==> src/rtl/seg7_scan_decoder_pkg.sv <==
// Shared definitions for the 7-segment scan decoder: glyph table, segment
// bit order and the frame FSM state type.
package seg7_scan_decoder_pkg;

   // Segment bit order on the seg bus, MSB first.
   typedef struct packed {
      logic g;
      logic f;
      logic e;
      logic d;
      logic c;
      logic b;
      logic a;
   } seg_bits_t;

   localparam int SEG_W = $bits(seg_bits_t);

   // Active-low glyph patterns, {g,f,e,d,c,b,a}.
   localparam logic [SEG_W-1:0] GLYPH_0 = 7'b1000000;
   localparam logic [SEG_W-1:0] GLYPH_1 = 7'b1111001;
   localparam logic [SEG_W-1:0] GLYPH_2 = 7'b0100100;
   localparam logic [SEG_W-1:0] GLYPH_3 = 7'b0110000;
   localparam logic [SEG_W-1:0] GLYPH_4 = 7'b0011001;
   localparam logic [SEG_W-1:0] GLYPH_5 = 7'b0010010;
   localparam logic [SEG_W-1:0] GLYPH_6 = 7'b0000010;
   localparam logic [SEG_W-1:0] GLYPH_7 = 7'b1111000;
   localparam logic [SEG_W-1:0] GLYPH_8 = 7'b0000000;
   localparam logic [SEG_W-1:0] GLYPH_9 = 7'b0010000;
   localparam logic [SEG_W-1:0] GLYPH_A = 7'b0001000;
   localparam logic [SEG_W-1:0] GLYPH_B = 7'b0000011;
   localparam logic [SEG_W-1:0] GLYPH_C = 7'b1000110;
   localparam logic [SEG_W-1:0] GLYPH_D = 7'b0100001;
   localparam logic [SEG_W-1:0] GLYPH_E = 7'b0000110;
   localparam logic [SEG_W-1:0] GLYPH_F = 7'b0001110;

   localparam logic [15:0][SEG_W-1:0] GLYPHS = {
      GLYPH_F, GLYPH_E, GLYPH_D, GLYPH_C, GLYPH_B, GLYPH_A, GLYPH_9, GLYPH_8,
      GLYPH_7, GLYPH_6, GLYPH_5, GLYPH_4, GLYPH_3, GLYPH_2, GLYPH_1, GLYPH_0
   };

   localparam logic [3:0]       AN_IDLE  = 4'hF;
   localparam logic [SEG_W-1:0] SEG_IDLE = 7'h7F;

   typedef enum logic {
      ST_COLLECT = 1'b0,
      ST_PRESENT = 1'b1
   } state_t;

endpackage

==> src/rtl/seg7_pattern_decode.sv <==
// Combinational glyph lookup: maps an active-low segment pattern to its hex
// nibble; unknown patterns give nibble 0 with legal low.
module seg7_pattern_decode
   import seg7_scan_decoder_pkg::*;
(
   input  logic [SEG_W-1:0] seg,
   output logic [3:0]       nibble,
   output logic             legal
);

   always_comb begin
      nibble = 4'h0;
      legal  = 1'b0;
      for (int i = 0; i < 16; i++) begin
         if (seg == GLYPHS[i]) begin
            nibble = 4'(i);
            legal  = 1'b1;
         end
      end
   end

endmodule

==> src/rtl/seg7_scan_decoder.sv <==
// Recovers a 4-digit hex frame from a multiplexed 7-segment display scan and
// presents it with a valid/ready handshake.
//
//   state      | meaning
//   -----------+-----------------------------------------------------------
//   ST_COLLECT | capturing stable digits until all four flags are set
//   ST_PRESENT | frame_valid high, value/bad frozen, waiting for frame_ready
module seg7_scan_decoder
   import seg7_scan_decoder_pkg::*;
#(
   parameter int unsigned STABLE_CYCLES = 4
) (
   input  logic             clk,
   input  logic             reset,
   input  logic [3:0]       an,
   input  logic [SEG_W-1:0] seg,
   input  logic             frame_ready,
   output logic             frame_valid,
   output logic [15:0]      value,
   output logic [3:0]       bad
);

   localparam logic [7:0] CNT_MAX = 8'(STABLE_CYCLES);
   localparam logic [7:0] CNT_HIT = 8'(STABLE_CYCLES - 1);

   state_t           state_q, state_d;
   logic [3:0]       an_q, an_p;
   logic [SEG_W-1:0] seg_q, seg_p;
   logic [7:0]       cnt;
   logic [3:0]       captured;
   logic             same;
   logic             one_low;
   logic             capture_hit;
   logic [3:0]       dec_nibble;
   logic             dec_legal;

   assign same    = ({an_q, seg_q} == {an_p, seg_p});
   assign one_low = ($countones(~an_p) == 1);

   // cnt sits at CNT_HIT for exactly one cycle per run, and an_p/seg_p then
   // hold the sample that made the run stable.
   assign capture_hit = (cnt == CNT_HIT) && one_low && (state_q == ST_COLLECT);

   seg7_pattern_decode u_decode (
      .seg    (seg_p),
      .nibble (dec_nibble),
      .legal  (dec_legal)
   );

   always_ff @(posedge clk) begin
      if (reset) begin
         an_q  <= AN_IDLE;
         seg_q <= SEG_IDLE;
         an_p  <= AN_IDLE;
         seg_p <= SEG_IDLE;
         cnt   <= 8'd0;
      end else begin
         an_q  <= an;
         seg_q <= seg;
         an_p  <= an_q;
         seg_p <= seg_q;
         if (same) begin
            if (cnt != CNT_MAX) cnt <= cnt + 8'd1;
         end else begin
            cnt <= 8'd0;
         end
      end
   end

   always_ff @(posedge clk) begin
      if (reset) begin
         value    <= 16'h0000;
         bad      <= 4'b0000;
         captured <= 4'b0000;
      end else if ((state_q == ST_PRESENT) && frame_ready) begin
         captured <= 4'b0000;
      end else if (capture_hit) begin
         for (int i = 0; i < 4; i++) begin
            if (!an_p[i]) begin
               value[4*i +: 4] <= dec_nibble;
               bad[i]          <= ~dec_legal;
               captured[i]     <= 1'b1;
            end
         end
      end
   end

   always_ff @(posedge clk) begin
      if (reset) state_q <= ST_COLLECT;
      else       state_q <= state_d;
   end

   always_comb begin
      state_d     = state_q;
      frame_valid = 1'b0;
      case (state_q)
         ST_COLLECT: begin
            if (&captured) state_d = ST_PRESENT;
         end
         ST_PRESENT: begin
            frame_valid = 1'b1;
            if (frame_ready) state_d = ST_COLLECT;
         end
         default: state_d = ST_COLLECT;
      endcase
   end

endmodule

==> config.mk <==
export PLATFORM = sky130hd
export DESIGN_NAME = seg7_scan_decoder
export DESIGN_NICKNAME = d
export VERILOG_FILES = /design/src/rtl/seg7_scan_decoder_pkg.sv /design/src/rtl/seg7_pattern_decode.sv /design/src/rtl/seg7_scan_decoder.sv
export SDC_FILE = /design/constraint.sdc
export NUM_CORES = 1
export LEC_CHECK = 0
export ABC_CLOCK_PERIOD_IN_PS = 3330
export CAP_MARGIN = 20
export CORE_MARGIN = 3
export CORE_UTILIZATION = 26
export CTS_BUF_LIST = sky130_fd_sc_hd__clkbuf_4 sky130_fd_sc_hd__clkbuf_8
export DETAILED_ROUTE_END_ITERATION = 8
export SLEW_MARGIN = 10
export SYNTH_ARGS = -nofsm -noshare
export SYNTH_HDL_FRONTEND = slang
export SYNTH_SLANG_ARGS = --single-unit
export TNS_END_PERCENT = 100
==> constraint.sdc <==
create_clock -name clk -period 3.33 [get_ports clk]
set_input_delay 0.666 -clock clk [delete_from_list [all_inputs] [get_ports clk]]
set_output_delay 0.666 -clock clk [all_outputs]
set_load 0.02 [all_outputs]
==> flow_summary.json, run 1 <==
{
  "grt_pass1_wl_um": 8080,
  "cts.root.buffer_cell": "clkbuf_8",
  "synth_top_area_share": 0.452,
  "clk_pin_slew_ns": 0.10,
  "dpl.hpwl_um": 3590,
  "slew_violations": 0,
  "synthToLayoutAreaGrowth_pct": 20.4,
  "path_buf_inv": 1,
  "ir_worst_vdd_v": 0.000265,
  "die_area_um2": 10600,
  "hold_path_class": "register to register",
  "layout_min_cycle_time_ns": 2.49,
  "grt.overflow.total": 0,
  "crit_chain": "fa_1, inv_1, ha_1, ha_1, nor2_1, nand4_4, nor2_4, mux2i_1, nor2_1",
  "ys.flop_type": "dfxtp_1",
  "drv_cap": 0,
  "crit_type": "register to register",
  "synth_top_family_by_area": "simple AND/OR/NAND/NOR gates",
  "cts_tree": "built",
  "synthMuxAreaShare": 0.0164,
  "power_density_nw_per_um2": 386,
  "critPathRequiredTime_ns": 3.52,
  "finalInstanceArea_um2": 2940,
  "htreeDepth": 2,
  "synth_compound_area_frac": 0.144,
  "placed_area_um2": 2850,
  "num_vias": 1746,
  "yosysTopAreaCell": "dfxtp_1",
  "synthSimpleGateAreaFrac": 0.251,
  "syn_nets": 259,
  "grtUsageTotal": 0.0964,
  "cp_top_family": "adder cells",
  "grt_setup_unrepaired": "false",
  "core_um2": 8930,
  "setup_tns_ns": 0,
  "netlist_instances": 240,
  "post_cts_buffers": 0,
  "drt_iter0_drc": 53,
  "clock_sinks": 55,
  "diodes": 0,
  "cts_hold_buf": 0,
  "gp_congestion": 0.801,
  "cp_data_arrival_time_ns": 2.67,
  "first_pass_iters": 4,
  "post_cts_resized": 0,
  "syn_area_um2": 2440,
  "synth-adder-area-share": 0.0287,
  "finClkSkew_ns": 0.00334,
  "slew_headroom": 0.648,
  "drc": 0,
  "start_kind": "register",
  "synth_seq_cells": 55,
  "syn_avg_cell_area_um2": 10.2,
  "cp_max_fo": 10,
  "max_freq_ghz": 0.402,
  "synthDistinctLibCells": 51,
  "antenna_found_initial": 0,
  "synth-edff-count": 0,
  "grt_max_degree": 45,
  "tightest_slew_ns": 0.527,
  "die_y_um": 103,
  "cts_buffers": 5,
  "wl_per_cell_um": 12.8,
  "antenna_left": 0,
  "synthArstFlopShare": 0,
  "synthTopCellsByArea": "dfxtp_1 45%, xor2_1 5.7%, nor2_1 5.1%, or2_2 4.6%, a211oi_1 3.4%",
  "rows": 34,
  "ios": 35,
  "cpMaxStageDelayCell": "fa_1",
  "leakage_uw": 0.00101,
  "clk_latency_ns": 0.30,
  "status": "finished clean",
  "drive_above_1_share": 0.152,
  "wl_um": 4830,
  "ys_seq_area_frac": 0.452,
  "num-fill-cells": 927,
  "vias_per_cell": 4.62,
  "synthXorXnorAreaFrac": 0.0682,
  "fin_crit_sh": 0.747,
  "mostFrequentLayoutCells": "55 x dfxtp_1, 34 x clkdlybuf4s50_1, 33 x nor2_1, 18 x or2_2, 16 x xor2_1",
  "finalHoldViolations": 0,
  "grt_pass1_vias": 1689,
  "clockBufferDepth": 2,
  "fin_nets": 289,
  "numPortBuffers": 34,
  "max_stage_delay_ns": 0.54,
  "endpoint_kind": "register",
  "layout_commonest_cell": "dfxtp_1",
  "yosys_warnings": 0,
  "setup_violations": 0,
  "start_util": 0.273,
  "die_x_um": 103
}
## registers in the layout (all words and copies together), names as in the netlist, 4 cells and up
signal	cells
an_p	4
an_q	4
bad	4
captured	4
cnt	8
seg_p	7
seg_q	7
value	16
## power by group
part           total [uW]  switching, uW  internal, uW
clock network         381            213           168
logic                61.6           26.0          35.6
registers             690           19.6           670
total                1130            259           873
## per-stage QoR
step	utilization	instances	total power (uW)	worst slack [ns]	hold WS, ns
after floorplan	-	240	744	1.02	0.430
after global placement	0.318	371	767	0.897	0.440
after detailed placement	0.318	371	767	0.858	0.443
after CTS	0.329	378	1150	0.826	0.461
after global routing	0.329	378	1180	0.689	0.489
final	0.329	378	1130	0.844	0.462
## path summary, 6_finish.rpt
path            from  endpoint  slack (ns)  depth (start not counted)
max          an_p[0]  value[4]        0.84                          9
min reg2reg  an_q[2]   an_p[2]        0.46                          1
max reg2reg  an_p[0]  value[4]        0.84                          9
min          an_q[2]   an_p[2]        0.46                          1
## cells in the mapped netlist, types with 5 or more instances
library cell,number
a211oi_1,11
clkbuf_1,5
nand3_1,7
dfxtp_1,55
inv_1,6
xor2_1,16
or2_2,18
nor3b_1,6
nor2_1,33
## routing by layer
metal  GRT usage  routed length [um]
met3      0.0223                 143
met5           0                   0
met4      0.0239                  21
met1       0.129                2310
met2       0.157                2350
## cell type report
class / count / area (um2) / area share
tap: 108 / 135 / 0.0460
timing repair buffer: 35 / 348 / 0.118
inverter: 6 / 22.5 / 0.00767
clock buffer: 6 / 82.6 / 0.0281
sequential: 55 / 1100 / 0.375
multi-input combinational: 167 / 1240 / 0.422
clock inverter: 1 / 8.76 / 0.00298
## logic make-up (layout without fill, tap and decap cells)
family / count (synthesis) / in the layout
mux: 4 / 4
buf+inv: 18 / 48
compound gates: 38 / 38
fa+ha+maj: 5 / 5
simple gates: 101 / 101
flops: 55 / 55
xor+xnor: 19 / 19
Note: power is estimated with default switching activity, not from simulation.
==> run 2: changes to the inputs <==
Settings changed: ABC_CLOCK_PERIOD_IN_PS 3330 to 2400.
Clock period 3.33 ns to 2.4 ns, I/O delays scaled along.
==> run 2 against run 1 <==
Effect of this change: cell count grew 5.8%; non-clock buffer count increased by 21; fmax increased by 6.5%; count of clock-buffer cells in the layout down 1; core utilization grew 2.2 points; critical endpoint is now value[11]; clock power rose by 38%; largest cell class unchanged; hold slack got worse by 0.0041 ns; critical path depth grew 1; register-to-register slack got worse by 0.78 ns; via count grew 4.9%; design area grew 6.8%.
==> flow_summary.json, run 2 (synthesis gave the netlist of run 1 again) <==
{
  "crit_type": "register to register",
  "drt_iter0_drc": 81,
  "htreeDepth": 2,
  "r2r_setup_slack_ns": 0.07,
  "layout_commonest_cell": "dfxtp_1",
  "rows": 34,
  "finClkSkew_ns": 0.00734,
  "leakage_uw": 0.00112,
  "dpl.hpwl_um": 3590,
  "drc": 0,
  "max_freq_ghz": 0.428,
  "die_x_um": 103,
  "die_area_um2": 10600,
  "reg_top3": "value: 16 flops, cnt: 8 flops",
  "cts.root.buffer_cell": "clkbuf_8",
  "antenna_left": 0,
  "drv_cap": 0,
  "grt.met2_usage": 0.161,
  "layout_min_cycle_time_ns": 2.33,
  "mostFrequentLayoutCells": "54 x dfxtp_1, 34 x clkdlybuf4s50_1, 32 x nor2_1, 18 x or2_2, 17 x buf_4",
  "grt_use_met3": 0.0217,
  "cts_tree": "built",
  "numPortBuffers": 34,
  "grt_max_degree": 45,
  "setup_tns_ns": 0,
  "vias_per_cell": 4.58,
  "clock_sinks": 55,
  "power_density_nw_per_um2": 503,
  "holdWs_ns": 0.458,
  "finalInstanceArea_um2": 3140,
  "grt_pass1_vias": 1718,
  "grt_pass1_wl_um": 8210,
  "gp_congestion": 0.829,
  "hold_path_class": "register to register",
  "num_vias": 1832,
  "clk_pin_slew_ns": 0.10,
  "ios": 35,
  "met1_usage": 0.130,
  "cts_buffers": 5,
  "post-route-util": 0.351,
  "cp_max_fo": 6,
  "wl_per_cell_um": 12.8,
  "num-fill-cells": 930,
  "largest_register_ffs": 16,
  "clockBufferDepth": 2,
  "start_util": 0.273,
  "clk_latency_ns": 0.31,
  "grt_busiest_layer": "met2",
  "largest-register": "value",
  "setup_violations": 0,
  "diodes": 0,
  "endpoint_kind": "register",
  "die_y_um": 103,
  "status": "finished clean",
  "fin_nets": 310,
  "slew_headroom": 0.674,
  "grt.overflow.total": 0,
  "cp_data_arrival_time_ns": 2.53,
  "critPathRequiredTime_ns": 2.59,
  "antenna_found_initial": 0,
  "ir_worst_vdd_v": 0.000278,
  "start_kind": "register",
  "slew_violations": 0,
  "finalHoldViolations": 0,
  "first_pass_iters": 4,
  "drive_above_1_share": 0.236,
  "tightest_slew_ns": 0.487,
  "placed_area_um2": 2890,
  "wl_um": 5110,
  "fin_crit_sh": 0.972,
  "grtUsageTotal": 0.0979,
  "synthToLayoutAreaGrowth_pct": 28.6,
  "core_um2": 8930,
  "power_uw": 1580
}
-- run 2: cell types whose count changed in the layout (fill, tap and decap cells not counted), moves of 2 or more --
cell,before,now
buf_6,0,3
ha_4,0,2
buf_2,0,2
buf_4,1,17
ha_1,4,2
-- run 2: critical path, cell delays in order (launching register included) --
cell and delay, ns:
dfxtp_2 0.34, fa_1 0.53, inv_1 0.06, ha_4 0.16, ha_4 0.23, nor2_2 0.13
nand4_4 0.21, nor2_4 0.26, buf_6 0.15, buf_4 0.10, a211oi_1 0.05
-- run 2: path summary, 6_finish.rpt --
path / from / to / cells past startpoint
max reg2reg: an_p[0] / value[11] / 10
min: an_q[0] / an_p[0] / 1
min reg2reg: an_q[0] / an_p[0] / 1
max: an_p[0] / value[11] / 10
-- run 2: cell type report --
class,count,area (um2),area share
clock inverter,3,23.8,0.00758
multi-input combinational,167,1270,0.405
inverter,6,22.5,0.00718
sequential,55,1100,0.352
timing repair buffer,56,512,0.163
clock buffer,5,68.8,0.0219
tap,108,135,0.0431
-- run 2: metal layers --
metal  part of all wire  up-vias
met1               0.47      861
met4              0.012        0
met2               0.48       29
met3              0.029        8
li1                   -      934
met5                  0        -
-- run 2: where the power goes --
group | switching, uW | total [uW] | internal (uW) | leakage (uW)
clock | 315 | 527 | 211 | 0.0000461
combinational | 42.5 | 97.6 | 55.1 | 0.000624
sequential | 22.9 | 953 | 930 | 0.000448
-- run 2: repair_timing --
action                     CTS  global route
setup endpoints to repair    8            21
buffers inserted             7             8
pin swaps                    2             6
resized for setup            2            11
hold buffers                 0             0
-- run 2: metrics by stage --
step	std cells	setup WS (ns)
after floorplan	240	0.0944
after global placement	377	0.0341
after detailed placement	377	-0.0101
after CTS	392	0.0254
after global routing	400	-0.0192
final	400	0.0661
==> run 3: changes to the inputs <==
--- a/config.mk
+++ b/config.mk
@@ -12,4 +12,5 @@
 export CTS_BUF_LIST = sky130_fd_sc_hd__clkbuf_4 sky130_fd_sc_hd__clkbuf_8
 export DETAILED_ROUTE_END_ITERATION = 8
+export REMOVE_ABC_BUFFERS = 1
 export SLEW_MARGIN = 10
 export SYNTH_ARGS = -nofsm -noshare
==> constraint.sdc (replaced) <==
create_clock -name clk -period 2.4 [get_ports clk]
set_input_delay 0.48 -clock clk [delete_from_list [all_inputs] [get_ports clk]]
set_output_delay 0.48 -clock clk [all_outputs]
set_load 0.1 [all_outputs]
==> run 3 against run 2 <==
Effect of this change: hold slack improved by 0.018 ns; die area unchanged; clock power increased by 5.5%; global-route usage increased by 0.45 points; first-iteration DRC count decreased by 21%; via count increased by 0.71%; sequential share of layout area increased by 1.1 points; register-to-register slack about the same; largest power group unchanged; highest routed layer unchanged.
==> flow_summary.json, run 3 (synthesis gave the netlist of run 1 again) <==
{
  "status": "finished clean",
  "cp_data_arrival_time_ns": 2.53,
  "r2r_end": "value[9]",
  "cts.root.buffer_cell": "clkbuf_8",
  "crit_chain": "fa_1, inv_1, ha_2, and4bb_1, nand4_4, nor2_4, clkbuf_2, buf_4, a211oi_2",
  "vias_per_cell": 4.71,
  "slew_violations": 0,
  "reg_top3": "value: 16 flops, cnt: 8 flops",
  "rows": 34,
  "power_density_nw_per_um2": 528,
  "critPathRequiredTime_ns": 2.61,
  "max_freq_ghz": 0.430,
  "clock_sinks": 55,
  "leakage_uw": 0.00113,
  "synthToLayoutAreaGrowth_pct": 24.9,
  "grt_max_degree": 32,
  "fin_crit_sh": 0.969,
  "diodes": 0,
  "layout_min_cycle_time_ns": 2.32,
  "die_x_um": 103,
  "setup_violations": 0,
  "ff2ff_path_depth": 9,
  "cp_top_family": "adder cells",
  "finalInstanceArea_um2": 3050,
  "grt_pass1_wl_um": 8540,
  "grt_pass1_vias": 1799,
  "power_uw": 1610,
  "holdCritStartpoint": "seg_q[1]",
  "worstHoldPathCells": 1,
  "drt_iter0_drc": 64,
  "finClkSkew_ns": 0.0154,
  "die_area_um2": 10600,
  "cp_max_fo": 5,
  "path_buf_inv": 3,
  "die_y_um": 103,
  "gp_congestion": 0.847,
  "core_um2": 8930,
  "first_pass_iters": 6,
  "final_cells": 392,
  "htreeDepth": 2,
  "fin_nets": 302,
  "num_vias": 1845,
  "drive_above_1_share": 0.292,
  "layout_commonest_cell": "dfxtp_1",
  "dpl.hpwl_um": 3740,
  "r2r-start": "an_p[1]",
  "cts_tree": "built",
  "numPortBuffers": 34,
  "drv_cap": 0,
  "endpoint_kind": "register",
  "crit_type": "register to register",
  "max_stage_delay_ns": 0.53,
  "mostFrequentLayoutCells": "53 x dfxtp_1, 32 x nor2_1, 30 x buf_4, 18 x or2_2, 16 x xor2_1",
  "clockBufferDepth": 2,
  "drc": 0,
  "dpl.cell_count": 377,
  "grt.overflow.total": 0,
  "cts_hold_buf": 0,
  "wl_per_cell_um": 13.5,
  "num-fill-cells": 922,
  "holdPathEnd": "seg_p[1]",
  "placed_area_um2": 2840,
  "start_util": 0.273,
  "tightest_slew_ns": 0.492,
  "ios": 35,
  "hold_path_class": "register to register",
  "cts_buffers": 5,
  "wl_um": 5290,
  "clk_pin_slew_ns": 0.11,
  "cpMaxStageDelayCell": "fa_1",
  "clk_latency_ns": 0.32,
  "setup_tns_ns": 0,
  "antenna_left": 0,
  "ir_worst_vdd_v": 0.000253,
  "largest_register_ffs": 16,
  "largest-register": "value",
  "finalHoldViolations": 0,
  "start_kind": "register",
  "antenna_found_initial": 0,
  "r2r_setup_slack_ns": 0.08,
  "grtUsageTotal": 0.102,
  "slew_headroom": 0.672
}
[run 3: cell count changes in the layout (fill, tap and decap cells not counted), sizes merged]
cell / previous run / this run
clkbuf: 5 / 6
clkdlybuf4s50: 34 / 13
inv: 7 / 8
nor2: 37 / 38
buf: 22 / 33
clkinvlp: 1 / 0
[run 3: layer usage]
metal / vias to the layer above / routed length, um / track usage / share of wire
li1: 924 / - / - / -
met1: 886 / 2570 / 0.136 / 0.49
met2: 29 / 2490 / 0.164 / 0.47
met3: 6 / 179 / 0.0257 / 0.034
met4: 0 / 53 / 0.0319 / 0.010
met5: - / 0 / 0 / 0
[run 3: what timing repair did]
action                                  CTS  global route
hold endpoints to repair                  0             0
setup buffers                             0             6
resized for setup                         5             8
cloned                                    1             0
pin swaps                                 6             8
endpoints found under the setup margin   17            20
[run 3: worst max path at each step]
stage	startpoint	to	slack, ns	depth (start not counted)
floorplan	an_p[0]	value[8]	0.10	9
global placement	an_p[0]	value[12]	0.02	9
detailed placement	an_p[0]	bad[3]	-0.04	9
CTS	an_p[1]	value[12]	0.008	9
global route	an_p[1]	value[8]	-0.008	9
finish	an_p[1]	value[9]	0.08	9
[run 3: layout make-up]
type,count,area (um2),area share
multi-input combinational,168,1280,0.421
sequential,55,1100,0.362
timing repair buffer,47,403,0.132
tap,108,135,0.0444
clock buffer,5,68.8,0.0226
clock inverter,3,31.3,0.0103
inverter,6,22.5,0.00739
[run 3: power by group]
group          internal (uW)  switching [uW]
combinational           54.7            42.4
sequential               930            25.8
clock                    223             333
[run 3: metrics by stage]
stage	util	setup slack, ns	hold WS [ns]
floorplan	-	0.100	0.430
global placement	0.318	0.0225	0.440
detailed placement	0.318	-0.0404	0.452
CTS	0.331	0.00792	0.481
global route	0.341	-0.00808	0.501
finish	0.341	0.0754	0.476
